`src/rtl/shift_pkg.sv`:
```
// Shared types and carry helper for the pipelined shift/rotate unit.
package shift_pkg;

    typedef enum logic [2:0] {
        OP_ROL = 3'b000,
        OP_ROR = 3'b001,
        OP_SHL = 3'b010,
        OP_SHR = 3'b011,
        OP_SAR = 3'b100
    } op_t;

    // Widest operand the carry helper can index; data and shamt widths follow WIDTH,
    // so the stage record keeps them as separate width-dependent vectors beside this.
    localparam int MAX_WIDTH = 64;

    typedef struct packed {
        logic valid;
        op_t  op;
        logic carry;
    } stage_ctrl_t;

    // Last bit leaving the word for a total shift of s; zero for s == 0 and PASS ops.
    function automatic logic carry_out(input op_t op, input logic [MAX_WIDTH-1:0] data,
                                       input int width, input int s);
        logic c;
        c = 1'b0;
        if (s != 0) begin
            for (int i = 0; i < MAX_WIDTH; i++) begin
                if ((op == OP_ROL || op == OP_SHL) && i == width - s)
                    c = data[i];
                if ((op == OP_ROR || op == OP_SHR || op == OP_SAR) && i == s - 1)
                    c = data[i];
            end
        end
        return c;
    endfunction

endpackage

```
`src/rtl/shift_stage.sv`:
```
// One log-stage of the shifter: conditional 2^K shift/rotate followed by an enabled register.
module shift_stage
    import shift_pkg::*;
#(
    parameter int WIDTH = 8,
    parameter int K     = 0
) (
    input  logic                       clk,
    input  logic                       rst_n,
    input  logic                       en,
    input  stage_ctrl_t                in_ctrl,
    input  logic [WIDTH-1:0]           in_data,
    input  logic [$clog2(WIDTH)-1:0]   in_shamt,
    output stage_ctrl_t                out_ctrl,
    output logic [WIDTH-1:0]           out_data,
    output logic [$clog2(WIDTH)-1:0]   out_shamt
);

    localparam int D = 1 << K;

    logic [WIDTH-1:0] shifted;

    // SAR replicates the current MSB, which still equals the original sign bit.
    always_comb begin
        shifted = in_data;
        if (in_shamt[K]) begin
            case (in_ctrl.op)
                OP_ROL:  shifted = {in_data[WIDTH-D-1:0], in_data[WIDTH-1:WIDTH-D]};
                OP_ROR:  shifted = {in_data[D-1:0], in_data[WIDTH-1:D]};
                OP_SHL:  shifted = {in_data[WIDTH-D-1:0], {D{1'b0}}};
                OP_SHR:  shifted = {{D{1'b0}}, in_data[WIDTH-1:D]};
                OP_SAR:  shifted = {{D{in_data[WIDTH-1]}}, in_data[WIDTH-1:D]};
                default: shifted = in_data;
            endcase
        end
    end

    always_ff @(posedge clk or negedge rst_n) begin
        if (!rst_n) begin
            out_ctrl  <= '0;
            out_data  <= '0;
            out_shamt <= '0;
        end else if (en) begin
            out_ctrl  <= in_ctrl;
            out_data  <= shifted;
            out_shamt <= in_shamt;
        end
    end

endmodule

```
`src/rtl/shift_rotate_pipe.sv`:
```
// Pipelined shift/rotate unit: one register per shift-amount bit, global stall on backpressure.
module shift_rotate_pipe
    import shift_pkg::*;
#(
    parameter int WIDTH = 8,
    parameter int SHW   = $clog2(WIDTH)
) (
    input  logic             clk,
    input  logic             rst_n,
    input  logic             in_valid,
    output logic             in_ready,
    input  logic [WIDTH-1:0] in_data,
    input  logic [2:0]       in_op,
    input  logic [SHW-1:0]   in_shamt,
    output logic             out_valid,
    input  logic             out_ready,
    output logic [WIDTH-1:0] out_data,
    output logic             out_carry,
    output logic             out_zero
);

    stage_ctrl_t      s_ctrl  [0:SHW];
    logic [WIDTH-1:0] s_data  [0:SHW];
    logic [SHW-1:0]   s_shamt [0:SHW];

    stage_ctrl_t            in_ctrl;
    logic [MAX_WIDTH-1:0]   data_ext;
    logic                   en;
    logic                   unused_tail;

    assign en       = !out_valid || out_ready;
    assign in_ready = en;

    // Carry is fixed at acceptance from the untouched operand.
    always_comb begin
        data_ext              = '0;
        data_ext[WIDTH-1:0]   = in_data;
        in_ctrl.valid         = in_valid;
        in_ctrl.op            = op_t'(in_op);
        in_ctrl.carry         = carry_out(op_t'(in_op), data_ext, WIDTH, int'(in_shamt));
    end

    assign s_ctrl[0]  = in_ctrl;
    assign s_data[0]  = in_data;
    assign s_shamt[0] = in_shamt;

    for (genvar k = 0; k < SHW; k++) begin : g_stage
        shift_stage #(
            .WIDTH (WIDTH),
            .K     (k)
        ) u_stage (
            .clk       (clk),
            .rst_n     (rst_n),
            .en        (en),
            .in_ctrl   (s_ctrl[k]),
            .in_data   (s_data[k]),
            .in_shamt  (s_shamt[k]),
            .out_ctrl  (s_ctrl[k+1]),
            .out_data  (s_data[k+1]),
            .out_shamt (s_shamt[k+1])
        );
    end

    assign out_valid = s_ctrl[SHW].valid;
    assign out_data  = s_data[SHW];
    assign out_carry = s_ctrl[SHW].carry;
    assign out_zero  = (s_data[SHW] == '0);

    assign unused_tail = ^{s_shamt[SHW], s_ctrl[SHW].op};

endmodule
```
`config.mk`:
```
export PLATFORM = sky130hd
export DESIGN_NAME = shift_rotate_pipe
export DESIGN_NICKNAME = d
export VERILOG_FILES = /design/src/rtl/shift_pkg.sv /design/src/rtl/shift_stage.sv /design/src/rtl/shift_rotate_pipe.sv
export SDC_FILE = /design/constraint.sdc
export NUM_CORES = 1
export LEC_CHECK = 0
export CAP_MARGIN = 20
export CORE_ASPECT_RATIO = 0.7
export CORE_MARGIN = 5
export CORE_UTILIZATION = 55
export DETAILED_ROUTE_END_ITERATION = 16
export PLACE_DENSITY = 0.83
export SLEW_MARGIN = 20
export SYNTH_ARGS = -nofsm -noshare
export SYNTH_HDL_FRONTEND = slang
export SYNTH_SLANG_ARGS = --single-unit
```
`constraint.sdc`:
```
create_clock -name clk -period 1.9 [get_ports clk]
set_input_delay 0.38 -clock clk [delete_from_list [all_inputs] [get_ports clk]]
set_output_delay 0.38 -clock clk [all_outputs]
set_load 0.05 [all_outputs]
```
* After elaboration in Yosys (flattened, before gate mapping)
Cells that the tools add are included.
** Cells by class
- Muxes and demuxes :: 135
- Reductions and logical operators :: 141
- $add $sub $neg :: 2
- Equality and inequality tests :: 138
** Operator list (number)
- 7-bit by 4-bit == test with 1-bit output, first input constant :: 32
- 7-bit by 5-bit == test with 1-bit output, first input constant :: 32
- 1-bit 2-to-1 mux :: 129
- 1-bit logical AND :: 128
- 6-bit by 4-bit == test with 1-bit output, first input constant :: 16
- 6-bit by 5-bit == test with 1-bit output, first input constant :: 16
- 8-bit one-hot mux with 5 select lines :: 2
- 32-bit logical NOT :: 2
- 5-bit by 4-bit == test with 1-bit output, first input constant :: 8
- 5-bit == test, first input constant :: 8
- 8-bit one-hot mux with 4 select lines :: 1
- 8-bit 2-to-1 mux :: 3
- 4-bit by 5-bit == test with 1-bit output, first input constant :: 4
- 3-bit by 2-bit == test with 1-bit output, second input constant :: 6
- 4-bit == test, first input constant :: 4
- 3-bit by 5-bit == test with 1-bit output, first input constant :: 2
- 3-bit by 1-bit == test with 1-bit output, second input constant :: 3
- 3-bit == test, second input constant :: 3
- 3-bit logical NOT :: 3
- 3-bit by 4-bit == test with 1-bit output, first input constant :: 2
- 8-bit logical NOT :: 1
- 2-bit by 5-bit == test with 1-bit output, first input constant :: 1
- 4-bit by 3-bit subtractor with 5-bit output, first input constant :: 1
- 2-bit by 4-bit == test with 1-bit output, first input constant :: 1
- 5 further kinds :: 8
** Word-level totals
- Input port bits :: 18
- Word-level logic and storage cells :: 429
- Output and inout bits :: 12
- Register bits after elaboration :: 42

* Depth between registers and ports, before layout
Gate-level depths: netlist of run 1.
- Word-level depth :: 132
- Depth in mapped cells :: 10
- Depth with buffers taken out :: 8

* By module
A second synthesis of run 1 with hierarchy kept.
** Unflattened totals
- Cell total of the unflattened synthesis :: 272
- Area, all modules :: 2800.2 um2
** Modules (own cells, without submodules)
- shift_stage (g_stage[0].u_stage) :: cells each 82, area each 879.6 um2, sequential area each 400.4 um2, times used 1
- shift_stage (g_stage[1].u_stage) :: cells each 78, area each 842.1 um2, sequential area each 400.4 um2, times used 1
- shift_stage (g_stage[2].u_stage) :: cells each 68, area each 748.2 um2, sequential area each 400.4 um2, times used 1
- shift_rotate_pipe :: cells each 44, area each 330.3 um2, sequential area each 0.0 um2, times used 1

* Worst setup path before layout of run 1
No wires, ideal clock.
- Kind :: input-to-reg
- From :: input port in_shamt[0]
- To :: register g_stage[0].u_stage.out_ctrl[0] in the netlist's numbering
- Cell stages on the path :: 10
- Buffers on the path :: 2
- Slack :: -0.472 ns
- Data arrival time :: 2.245 ns
- Data required time :: 1.774 ns
- Setup time :: 0.126 ns
- Cells stage by stage :: clkbuf_1 -> buf_2 -> nor2_1 -> ha_1 -> and3b_1 -> o31a_1 -> a32oi_1 -> nand2_1 -> a221oi_2 -> o21ai_1
** Between the ends
- Cells in the longest elaborated chain, start to end :: 132
- Elaborated cells between the ends (all ways) :: 388
- Classes of those cells :: 2 x add/sub; 126 x eq/ne; 129 x mux; 131 x reduce/logical
** Ends and longest elaborated chain
- start: declaration :: line shift_rotate_pipe.sv:14 : input logic [SHW-1:0] in_shamt,
- 4-bit by 3-bit subtractor with 5-bit output :: line shift_pkg.sv:29 : if ((op == OP_ROL || op == OP_SHL) && i == width - s)
- 32-bit logical NOT :: line shift_pkg.sv:29
- 1-bit logical AND :: line shift_pkg.sv:29
- 1-bit 2-to-1 mux :: line shift_pkg.sv:29
- 1-bit 2-to-1 mux :: line shift_pkg.sv:31 : if ((op == OP_ROR || op == OP_SHR || op == OP_SAR) && i == s - 1)
- 1-bit 2-to-1 mux :: line shift_pkg.sv:29
- 1-bit 2-to-1 mux :: line shift_pkg.sv:31
- 1-bit 2-to-1 mux :: line shift_pkg.sv:29
- [116 not listed]
- 1-bit 2-to-1 mux :: line shift_pkg.sv:31
- 1-bit 2-to-1 mux :: line shift_pkg.sv:29
- 1-bit 2-to-1 mux :: line shift_pkg.sv:31
- 1-bit 2-to-1 mux :: line shift_pkg.sv:29
- 1-bit 2-to-1 mux :: line shift_pkg.sv:31
- 1-bit 2-to-1 mux :: line shift_pkg.sv:29
- 1-bit 2-to-1 mux :: line shift_pkg.sv:31
- 1-bit 2-to-1 mux * :: line shift_pkg.sv:27 : if (s != 0) begin
- end signal: assignment :: line shift_stage.sv:44 : out_ctrl <= in_ctrl;
- end: declaration :: line shift_stage.sv:14 : output stage_ctrl_t out_ctrl,
Mark *: on every way between the ends. The rest lies on a longest branch, timed or not.
A chain may end at the register's enable or synchronous reset.

* Final worst setup path of run 1
- From :: register g_stage[2].u_stage.out_data[5]
- To :: output port out_zero
** Between the ends
- Cells in the longest elaborated chain, start to end :: 1
** Ends and longest elaborated chain
- start: declaration :: line shift_stage.sv:15 : output logic [WIDTH-1:0] out_data,
- start signal: assignment :: line shift_stage.sv:45 : out_data <= shifted;
- 8-bit logical NOT :: line shift_rotate_pipe.sv:67 : assign out_zero = (s_data[SHW] == '0);
- end: declaration :: line shift_rotate_pipe.sv:19 : output logic out_zero
No other way between the ends.

==> qor.yml, run 1 <==
run_status:
  status: "complete, but fails checks"
  violations: "setup timing"
grt:
  grt_pass1_vias: 2065
  grt_max_degree: 40
  overflow: 0
  track_usage: 0.228
  antenna_found_initial: 0
  grt_pass1_wl_mm: 10.0
floorplan:
  die_h_um: 64.3
  core-area_mm2: 0.00399
  initial_core_util: 0.580
  dieWidth_um: 87.5
  pin_count: 30
  die_area_mm2: 0.00563
  num_rows: 19
drt:
  ant_nets: 0
  wire_per_inst_um: 16.1
  drt-pass1-iter-count: 6
  via_per_inst: 5.95
  drt_wl_total_mm: 6.35
  drt_iter0_drc: 212
  num_vias: 2351
  drc: 0
clocking:
  numClockSinks: 39
  htree_levels: 2
  clock_path_buffers: 2
  cts_buffers: 5
  cts_tree: "built"
  clkLatencyLatePin_ns: 0.29
  cts_root_buf: "clkbuf_8"
  path_clk_slew_ns: 0.08
sta:
  grt_setup_unrepaired: "true"
  fmaxAchievable_ghz: 0.523
  fin_crit_sh: 1.01
  final_hold_viol_count: 0
  fin_worst_skew_ns: 0.00683
  worst_pin_slew_ns: 0.603
  min_period_ns: 1.91
  finalSetupViolations: 1
  final_max_slew_viol_count: 0
  setup_slack_ns: -0.0134
  slew_headroom: 0.592
  tns_ns: -0.0134
logic_synthesis:
  synth_top_area_frac: 0.422
  netlist_instances: 297
  async_flop_share: 1.00
  ys.flop_type: "dfrtp_1"
  ys_types: 40
  ys_seq_elements: 39
  syn-num-nets: 317
  ys_warn_count: 0
  ys_top_cells_by_area: "dfrtp_1 42%, nand2_1 12%, o21ai_1 7.4%"
  synth_area_leader_cell: "dfrtp_1"
  yosysSeqAreaShare: 0.422
  synth.avg_cell_area_um2: 7.79
  synth_edf_count: 0
  synth_area_mm2: 0.00231
placed_design:
  port_buffers: 29
  globalplace.congestion: 0.938
  dp_hpwl_mm: 4.56
  place_area_mm2: 0.00279
  dp.cells: 382
finish:
  nets: 362
  antennaDiodeCount: 0
  fin_area_mm2: 0.00296
  layout-drive-gt1-share: 0.187
  post-route-util: 0.741
  multi_input_area_mm2: 0.00130
  fillers: 301
  seq_area_um2: 976
  synthToLayoutAreaGrowth_pct: 27.8
  final_cells: 395
critical_path:
  cp-start-kind: "flop"
  r2r-start: "g_stage[1].u_stage.out_ctrl[3]$_DFFE_PN0P_"
  rr_worst_depth: 4
  cp.required_ns: 1.52
  end_kind: "output pin"
  rrSetupSlack_ns: 0.34
  crit_arrival_ns: 1.53
  crit_type: "reg -> out"
  crit_path_max_fanout: 2
  reg2reg_to: "g_stage[2].u_stage.out_data[6]$_DFFE_PN0P_"
pwr:
  power.internal_w: 0.00214
  p_comb_frac: 0.449
  power_density_mw_per_mm2: 1300
  sw_frac_of_total: 0.443
  cellLeakagePower_nw: 1.30
  clkPwrFrac: 0.160
  power_frac_seq: 0.391
  power.switching_w: 0.00170
  ir_worst_vdd_v: 0.00110
flow_run:
  drv_cap: 0
min_path:
  hold_class: "in -> async"
==> layout make-up <==
| cell class | count | area share |
|---|---|---|
| clock buffer | 8 | 0.0338 |
| inverter | 11 | 0.0140 |
| multi-input combinational | 229 | 0.441 |
| sequential | 39 | 0.330 |
| tap | 52 | 0.0220 |
| timing repair buffer | 56 | 0.160 |
==> power groups by stage <==
| stage | logic (W) | clock network, W | registers [W] |
|---|---|---|---|
| global placement | 0.00158 | 0 | 0.00146 |
| floorplan | 0.000819 | 0 | 0.00171 |
| finish | 0.00173 | 0.000614 | 0.00150 |
| CTS | 0.00167 | 0.000623 | 0.00148 |
| global route | 0.00188 | 0.000663 | 0.00154 |
| detailed placement | 0.00163 | 0 | 0.00148 |
==> layout by cell type (no fill, tap or decap), drive strengths merged, types with 4 or more instances in the layout <==
cell type and count:
nand2 74, clkdlybuf4s50 13, buf 38, o21ai 56
nor2 18, inv 11, a21oi 22, o22ai 8
dfrtp 39, nor2b 4, a221oi 6, nand2b 5
clkbuf 8, mux2i 4
==> cells in the mapped netlist (all sizes together), types with 2 or more instances <==
cell type	number
nand2	74
o21ai	56
dfrtp	39
a21oi	22
nor2	18
clkbuf	14
inv	11
o22ai	8
a221oi	6
nand2b	5
buf	4
mux2i	4
nor2b	4
a311oi	3
and2	3
a31oi	2
a32oi	2
ha	2
nand3	2
nand4b	2
or2	2
or4	2
==> sequential cells by signal, indices dropped and copies added (netlist names) <==
name                       count
g_stage.u_stage.out_data      24
g_stage.u_stage.out_ctrl      12
g_stage.u_stage.out_shamt      3
==> worst max-delay path by stage <==
stage / start / end / slack [ns] / depth (start not counted)
2_1_floorplan: in_shamt[0] / g_stage[0].u_stage.out_ctrl[0]$_DFFE_PN0P_ / -0.14 / 10
3_3_place_gp: in_shamt[1] / g_stage[0].u_stage.out_ctrl[0]$_DFFE_PN0P_ / -0.47 / 9
3_5_place_dp: in_shamt[0] / g_stage[0].u_stage.out_ctrl[0]$_DFFE_PN0P_ / -0.56 / 9
4_1_cts: g_stage[2].u_stage.out_data[1]$_DFFE_PN0P_ / out_zero / -0.01 / 3
5_1_grt: g_stage[2].u_stage.out_data[5]$_DFFE_PN0P_ / out_zero / -0.05 / 3
6_report: g_stage[2].u_stage.out_data[5]$_DFFE_PN0P_ / out_zero / -0.01 / 3
==> repair_timing <==
| action | CTS | global route |
|---|---|---|
| hold buffers | 0 | 0 |
| gates resized for setup | 16 | 6 |
| endpoints found under the setup margin | 2 | 4 |
| pin swaps | 6 | 7 |
| buffers inserted | 1 | 4 |
==> cells by family after synthesis <==
group / Yosys count / share of synthesized area
AO/OA/AOI/OAI: 106 / 0.273
adder cells (fa/ha/maj): 2 / 0.0108
buffers and inverters: 29 / 0.0492
flip-flops: 39 / 0.422
multiplexers: 4 / 0.0173
AND/OR/NAND/NOR: 117 / 0.228
==> through the flow <==
stage / hold WS [ns] / power (W) / setup WS (ns)
floorplan: 0.0844 / 0.00253 / -0.140
finish: 0.121 / 0.00384 / -0.0134
CTS: 0.139 / 0.00377 / -0.0112
global placement: 0.450 / 0.00305 / -0.474
detailed placement: 0.454 / 0.00311 / -0.565
global route: 0.162 / 0.00408 / -0.0457
==> critical path, cell delays in order (launching register included) <==
cell and delay [ns]:
dfrtp_1 0.40, or4_4 0.56, nor2_4 0.14, buf_12 0.14
==> per-layer routing <==
metal	GRT usage	vias to the layer above	wire, um
met5	0	-	0
met4	0.0575	0	68
met3	0.0680	9	587
met2	0.311	112	2770
met1	0.350	1101	2930
li1	-	1129	-
Power figures use the tool's default switching activity.
==> inputs of run 2 (changes only) <==
Settings changed: CORE_ASPECT_RATIO 0.7 to unset.
==> run 2 against run 1 <==
Effect of this change:
- the run still ends with setup timing left
- total power grew 3.9%
- register-to-register slack better by 0.04 ns
- maximum frequency up 0.42%
- worst hold slack got worse by 0.082 ns
- worst setup slack improved by 0.0080 ns
- clock-buffer cell count shrank 2
- combinational power about the same
- critical endpoint unchanged
==> qor.yml, run 2 (synthesized netlist as in run 1, its figures left out) <==
run_status:
  status: "complete, but fails checks"
  violations: "setup timing"
clocking:
  cts_buffers: 5
  path_clk_slew_ns: 0.07
  cts_tree: "built"
  numClockSinks: 39
  cts_root_buf: "clkbuf_8"
  clkLatencyLatePin_ns: 0.29
  htree_levels: 2
  clock_path_buffers: 2
  holdBufCountCts: 0
sta:
  worst_pin_slew_ns: 0.474
  slew_headroom: 0.675
  finalSetupViolations: 1
  final_max_slew_viol_count: 0
  setup_slack_ns: -0.00542
  final_hold_viol_count: 0
  fmaxAchievable_ghz: 0.525
  hold_slack_ns: 0.0386
  grt_setup_unrepaired: "true"
  fin_crit_sh: 1.00
  fin_worst_skew_ns: 0.00609
  min_period_ns: 1.91
finish:
  regMostFlops: "g_stage.u_stage.out_data"
  largest_reg_flops: 24
  final_cells: 390
  nets: 359
  final_cell_mix: "74 x nand2_1, 39 x dfrtp_1, 33 x o21ai_1"
  reg_top3: "g_stage.u_stage.out_data: 24 flops, g_stage.u_stage.out_ctrl: 12 flops, g_stage.u_stage.out_shamt: 3 flops"
  final_common_cell: "nand2_1"
  synthToLayoutAreaGrowth_pct: 30.7
  layout-drive-gt1-share: 0.171
  fillers: 292
  antennaDiodeCount: 0
critical_path:
  r2r-start: "g_stage[0].u_stage.out_ctrl[3]$_DFFE_PN0P_"
  rrSetupSlack_ns: 0.38
  crit_arrival_ns: 1.53
  crit_type: "reg -> out"
  cp-start-kind: "flop"
  cp.required_ns: 1.52
  rr_worst_depth: 5
  path_cells: "or4_4 -> nor2_4 -> buf_12"
  max_stage_delay_ns: 0.55
  cp_slowest_cell: "or4_4"
  end_kind: "output pin"
  crit_path_max_fanout: 3
  reg2reg_to: "g_stage[1].u_stage.out_data[4]$_DFFE_PN0P_"
floorplan:
  die_area_mm2: 0.00561
  num_rows: 23
  initial_core_util: 0.575
  pin_count: 30
  dieWidth_um: 74.9
  core-area_mm2: 0.00403
  die_h_um: 74.9
grt:
  track_usage: 0.221
  grt_pass1_wl_mm: 9.61
  grt_max_degree: 50
  grt_pass1_vias: 2138
  antenna_found_initial: 0
  overflow: 0
placed_design:
  dp_hpwl_mm: 4.12
  dp.cells: 378
  dp_slack_ns: -0.499
  port_buffers: 29
  globalplace.congestion: 0.852
pwr:
  ir_worst_vdd_v: 0.000597
  power_density_mw_per_mm2: 1320
  cellLeakagePower_nw: 1.34
min_path:
  hold_class: "in -> async"
drt:
  drt-pass1-iter-count: 4
  wire_per_inst_um: 14.6
  ant_nets: 0
  via_per_inst: 5.91
  num_vias: 2303
  drt_iter0_drc: 133
  drt_wl_total_mm: 5.68
  drc: 0
flow_run:
  drv_cap: 0
==> run 2: cell count changes in the layout (fill, tap and decap cells not counted) <==
cell / delta
buf_2: -2
and2_2: +1
bufinv_16: +2
clkbuf_2: +3
and2_1: -1
clkbuf_8: -2
buf_4: -11
dlymetal6s2s_1: +4
clkdlybuf4s15_1: -1
buf_12: +3
dlygate4sd2_1: -2
clkdlybuf4s50_1: +3
==> run 2: final cells by class <==
type	instances	area, um2	share of cell area
timing repair buffer	53	508	0.168
clock inverter	2	60.1	0.0199
tap	50	62.6	0.0207
clock buffer	6	72.6	0.0240
multi-input combinational	229	1310	0.431
inverter	11	41.3	0.0136
sequential	39	976	0.323
==> run 2: worst max-delay path: cells and delay by family (launching register included) <==
| family | cells | cell delay (ns) |
|---|---|---|
| buf+inv | 1 | 0.14 |
| simple gates | 2 | 0.69 |
| flops | 1 | 0.40 |
==> run 2: worst max path at each step <==
| stage | slack (ns) | startpoint | endpoint |
|---|---|---|---|
| final | -0.005 | g_stage[2].u_stage.out_data[5]$_DFFE_PN0P_ | out_zero |
| after global placement | -0.47 | in_shamt[1] | g_stage[0].u_stage.out_ctrl[0]$_DFFE_PN0P_ |
| after floorplan | -0.14 | in_shamt[0] | g_stage[0].u_stage.out_ctrl[0]$_DFFE_PN0P_ |
| after global routing | -0.04 | g_stage[2].u_stage.out_data[5]$_DFFE_PN0P_ | out_zero |
| after detailed placement | -0.50 | in_shamt[1] | g_stage[0].u_stage.out_ctrl[0]$_DFFE_PN0P_ |
| after CTS | -0.01 | g_stage[2].u_stage.out_data[5]$_DFFE_PN0P_ | out_zero |
==> run 2: power breakdown <==
part | total, W | internal (W) | switching [W]
Combinational | 0.00172 | 0.000695 | 0.00102
Clock | 0.000814 | 0.000525 | 0.000289
Sequential | 0.00145 | 0.00114 | 0.000313
Total | 0.00399 | 0.00236 | 0.00163
==> run 2: timing repair <==
action / in CTS / in global routing
pin swaps: 4 / 6
setup buffers: 2 / 2
endpoints found under the setup margin: 2 / 12
resized for setup: 10 / 14
==> run 2: metrics by stage <==
stage | util | power (W) | cell area, um2 | setup TNS [ns]
floorplan | - | 0.00253 | 2370 | -0.140
global placement | 0.701 | 0.00305 | 2820 | -1.34
detailed placement | 0.701 | 0.00312 | 2820 | -1.41
CTS | 0.744 | 0.00398 | 3000 | -0.0108
global route | 0.751 | 0.00425 | 3030 | -0.0578
finish | 0.751 | 0.00399 | 3030 | -0.00542
==> run 2: metal layers <==
layer	vias up	track usage	routed length (um)
met5	-	0	0
met1	1072	0.266	2330
li1	1131	-	-
met3	19	0.0360	299
met4	0	0.0968	178
met2	81	0.386	2880
==> inputs of run 3 (changes only) <==
Settings changed: CORE_UTILIZATION 55 to 25, CTS_CLUSTER_SIZE set to 14, PLACE_DENSITY 0.83 to 0.45.
Clock period 1.9 ns to 1.8 ns, I/O delays scaled along.
==> run 3 against run 2 <==
Effect of this change:
- the run still ends with setup timing left
- cell count rose by 17%
- combinational power rose by 5%
- first-iteration DRC count fell by 71%
- register-to-register slack barely moved
- critical path type unchanged
- critical endpoint unchanged
- largest cell class unchanged
- largest power group unchanged
- highest routed layer unchanged
==> qor.yml, run 3 (synthesized netlist as in run 1, its figures left out) <==
critical_path:
  path_cells: "or4_4 -> nor2_4 -> buf_12"
  cp.required_ns: 1.44
  crit_arrival_ns: 1.51
  max_stage_delay_ns: 0.54
  cp.depth: 3
  cp_slowest_cell: "or4_4"
  crit_path_max_fanout: 2
  crit_family: "simple AND/OR/NAND/NOR gates"
  crit_buf_inv: 1
  crit_type: "reg -> out"
  end_kind: "output pin"
  cp-start-kind: "flop"
  rr_worst_depth: 5
grt:
  track_usage: 0.115
  overflow: 0
  grt_max_degree: 33
  grt_pass1_wl_mm: 10.7
  antenna_found_initial: 0
  grt_pass1_vias: 2158
floorplan:
  initial_core_util: 0.253
  die_h_um: 106
  die_area_mm2: 0.0113
  num_rows: 35
  core-area_mm2: 0.00915
  dieWidth_um: 106
  pin_count: 30
finish:
  reg_top3: "g_stage.u_stage.out_data: 24 flops, g_stage.u_stage.out_ctrl: 12 flops, g_stage.u_stage.out_shamt: 3 flops"
  layout-drive-gt1-share: 0.223
  fillers: 953
  final_common_cell: "nand2_1"
  antennaDiodeCount: 0
  synthToLayoutAreaGrowth_pct: 34.3
  post-route-util: 0.340
  regMostFlops: "g_stage.u_stage.out_data"
  final_cell_mix: "73 x nand2_1, 37 x buf_4, 35 x dfrtp_1"
  largest_reg_flops: 24
  nets: 365
  final_cells: 456
sta:
  setup_slack_ns: -0.0730
  hold_slack_ns: 0.472
  worst_pin_slew_ns: 0.467
  fin_crit_sh: 1.04
  final_max_slew_viol_count: 0
  finalSetupViolations: 1
  final_hold_viol_count: 0
  min_period_ns: 1.87
  slew_headroom: 0.684
  fin_worst_skew_ns: 0.00912
  fmaxAchievable_ghz: 0.534
  grt_setup_unrepaired: "true"
placed_design:
  port_buffers: 29
  dp_hpwl_mm: 4.67
  globalplace.congestion: 0.806
  dp.cells: 444
  dp_slack_ns: -0.605
clocking:
  clkLatencyLatePin_ns: 0.29
  cts_tree: "built"
  cts_root_buf: "clkbuf_8"
  clock_path_buffers: 2
  numClockSinks: 39
  htree_levels: 2
  path_clk_slew_ns: 0.08
  cts_buffers: 5
run_status:
  status: "complete, but fails checks"
  violations: "setup timing"
pwr:
  ir_worst_vdd_v: 0.000517
  power_density_mw_per_mm2: 1270
  cellLeakagePower_nw: 1.32
  finalPower_w: 0.00394
drt:
  drt_iter0_drc: 38
  drt-pass1-iter-count: 6
  drc: 0
  num_vias: 2208
  drt_wl_total_mm: 6.25
  ant_nets: 0
  via_per_inst: 4.84
  wire_per_inst_um: 13.7
min_path:
  hold_class: "reg -> reg"
  holdPathStages: 2
flow_run:
  drv_cap: 0
==> run 3: changes by cell type in the layout (fill, tap and decap cells not counted), moves of 4 or more <==
cell / delta
dlymetal6s2s_1: -5
buf_4: +14
clkdlybuf4s50_1: -6
dfrtp_1: -4
dfrtp_2: +4
==> run 3: routing by layer <==
| layer | up-vias | part of all wire | global-route usage |
|---|---|---|---|
| li1 | 1136 | - | - |
| met1 | 1021 | 0.47 | 0.153 |
| met2 | 46 | 0.47 | 0.190 |
| met3 | 5 | 0.043 | 0.0243 |
| met4 | 0 | 0.012 | 0.0333 |
| met5 | - | 0 | 0 |
==> run 3: power breakdown <==
part	leakage [nW]	internal (W)	switching, W
registers	0.471	0.00121	0.000327
clock network	0.0470	0.000301	0.000299
logic	0.806	0.000717	0.00109
total	1.32	0.00223	0.00171
==> run 3: repair_timing <==
action / in CTS / in global routing
hold buffers: 1 / 0
buffers inserted: 3 / 1
setup endpoints to repair: 7 / 2
resized for setup: 16 / 12
pin swaps: 7 / 7
endpoints found under the hold margin: 2 / 0
==> run 3: per-stage QoR <==
| step | setup TNS (ns) | instance area, um2 |
|---|---|---|
| CTS | -0.120 | 3070 |
| detailed placement | -2.84 | 2930 |
| finish | -0.0730 | 3110 |
| global route | -0.217 | 3110 |
| floorplan | -0.220 | 2370 |
| global placement | -2.64 | 2930 |
==> run 3: worst reg2reg max path, stage by stage, from the launching register on <==
cell and delay [ns]:
dfrtp_1 0.50, mux2i_1 0.46, o22ai_1 0.14, nand2_1 0.08, o21ai_1 0.08, o21ai_1 0.12
==> run 3: cell type report <==
cell class	count	area, um2	area share
Clock buffer	6	82.6	0.0266
Clock inverter	1	5.00	0.00161
Inverter	11	41.3	0.0133
Multi-Input combinational cell	229	1320	0.425
Sequential cell	39	981	0.315
Tap cell	111	139	0.0447
Timing Repair Buffer	59	539	0.173
==> run 3: worst paths after layout <==
path	start	to	slack [ns]
max	g_stage[2].u_stage.out_data[4]$_DFFE_PN0P_	out_zero	-0.07
min	g_stage[1].u_stage.out_ctrl[0]$_DFFE_PN0P_	g_stage[1].u_stage.out_ctrl[0]$_DFFE_PN0P_	0.47
max reg2reg	g_stage[0].u_stage.out_ctrl[3]$_DFFE_PN0P_	g_stage[1].u_stage.out_data[4]$_DFFE_PN0P_	0.37
min reg2reg	g_stage[1].u_stage.out_ctrl[0]$_DFFE_PN0P_	g_stage[1].u_stage.out_ctrl[0]$_DFFE_PN0P_	0.47
max in group asynchronous	rst_n	g_stage[0].u_stage.out_ctrl[1]$_DFFE_PN0P_	0.81
min in group asynchronous	rst_n	g_stage[2].u_stage.out_data[6]$_DFFE_PN0P_	0.52
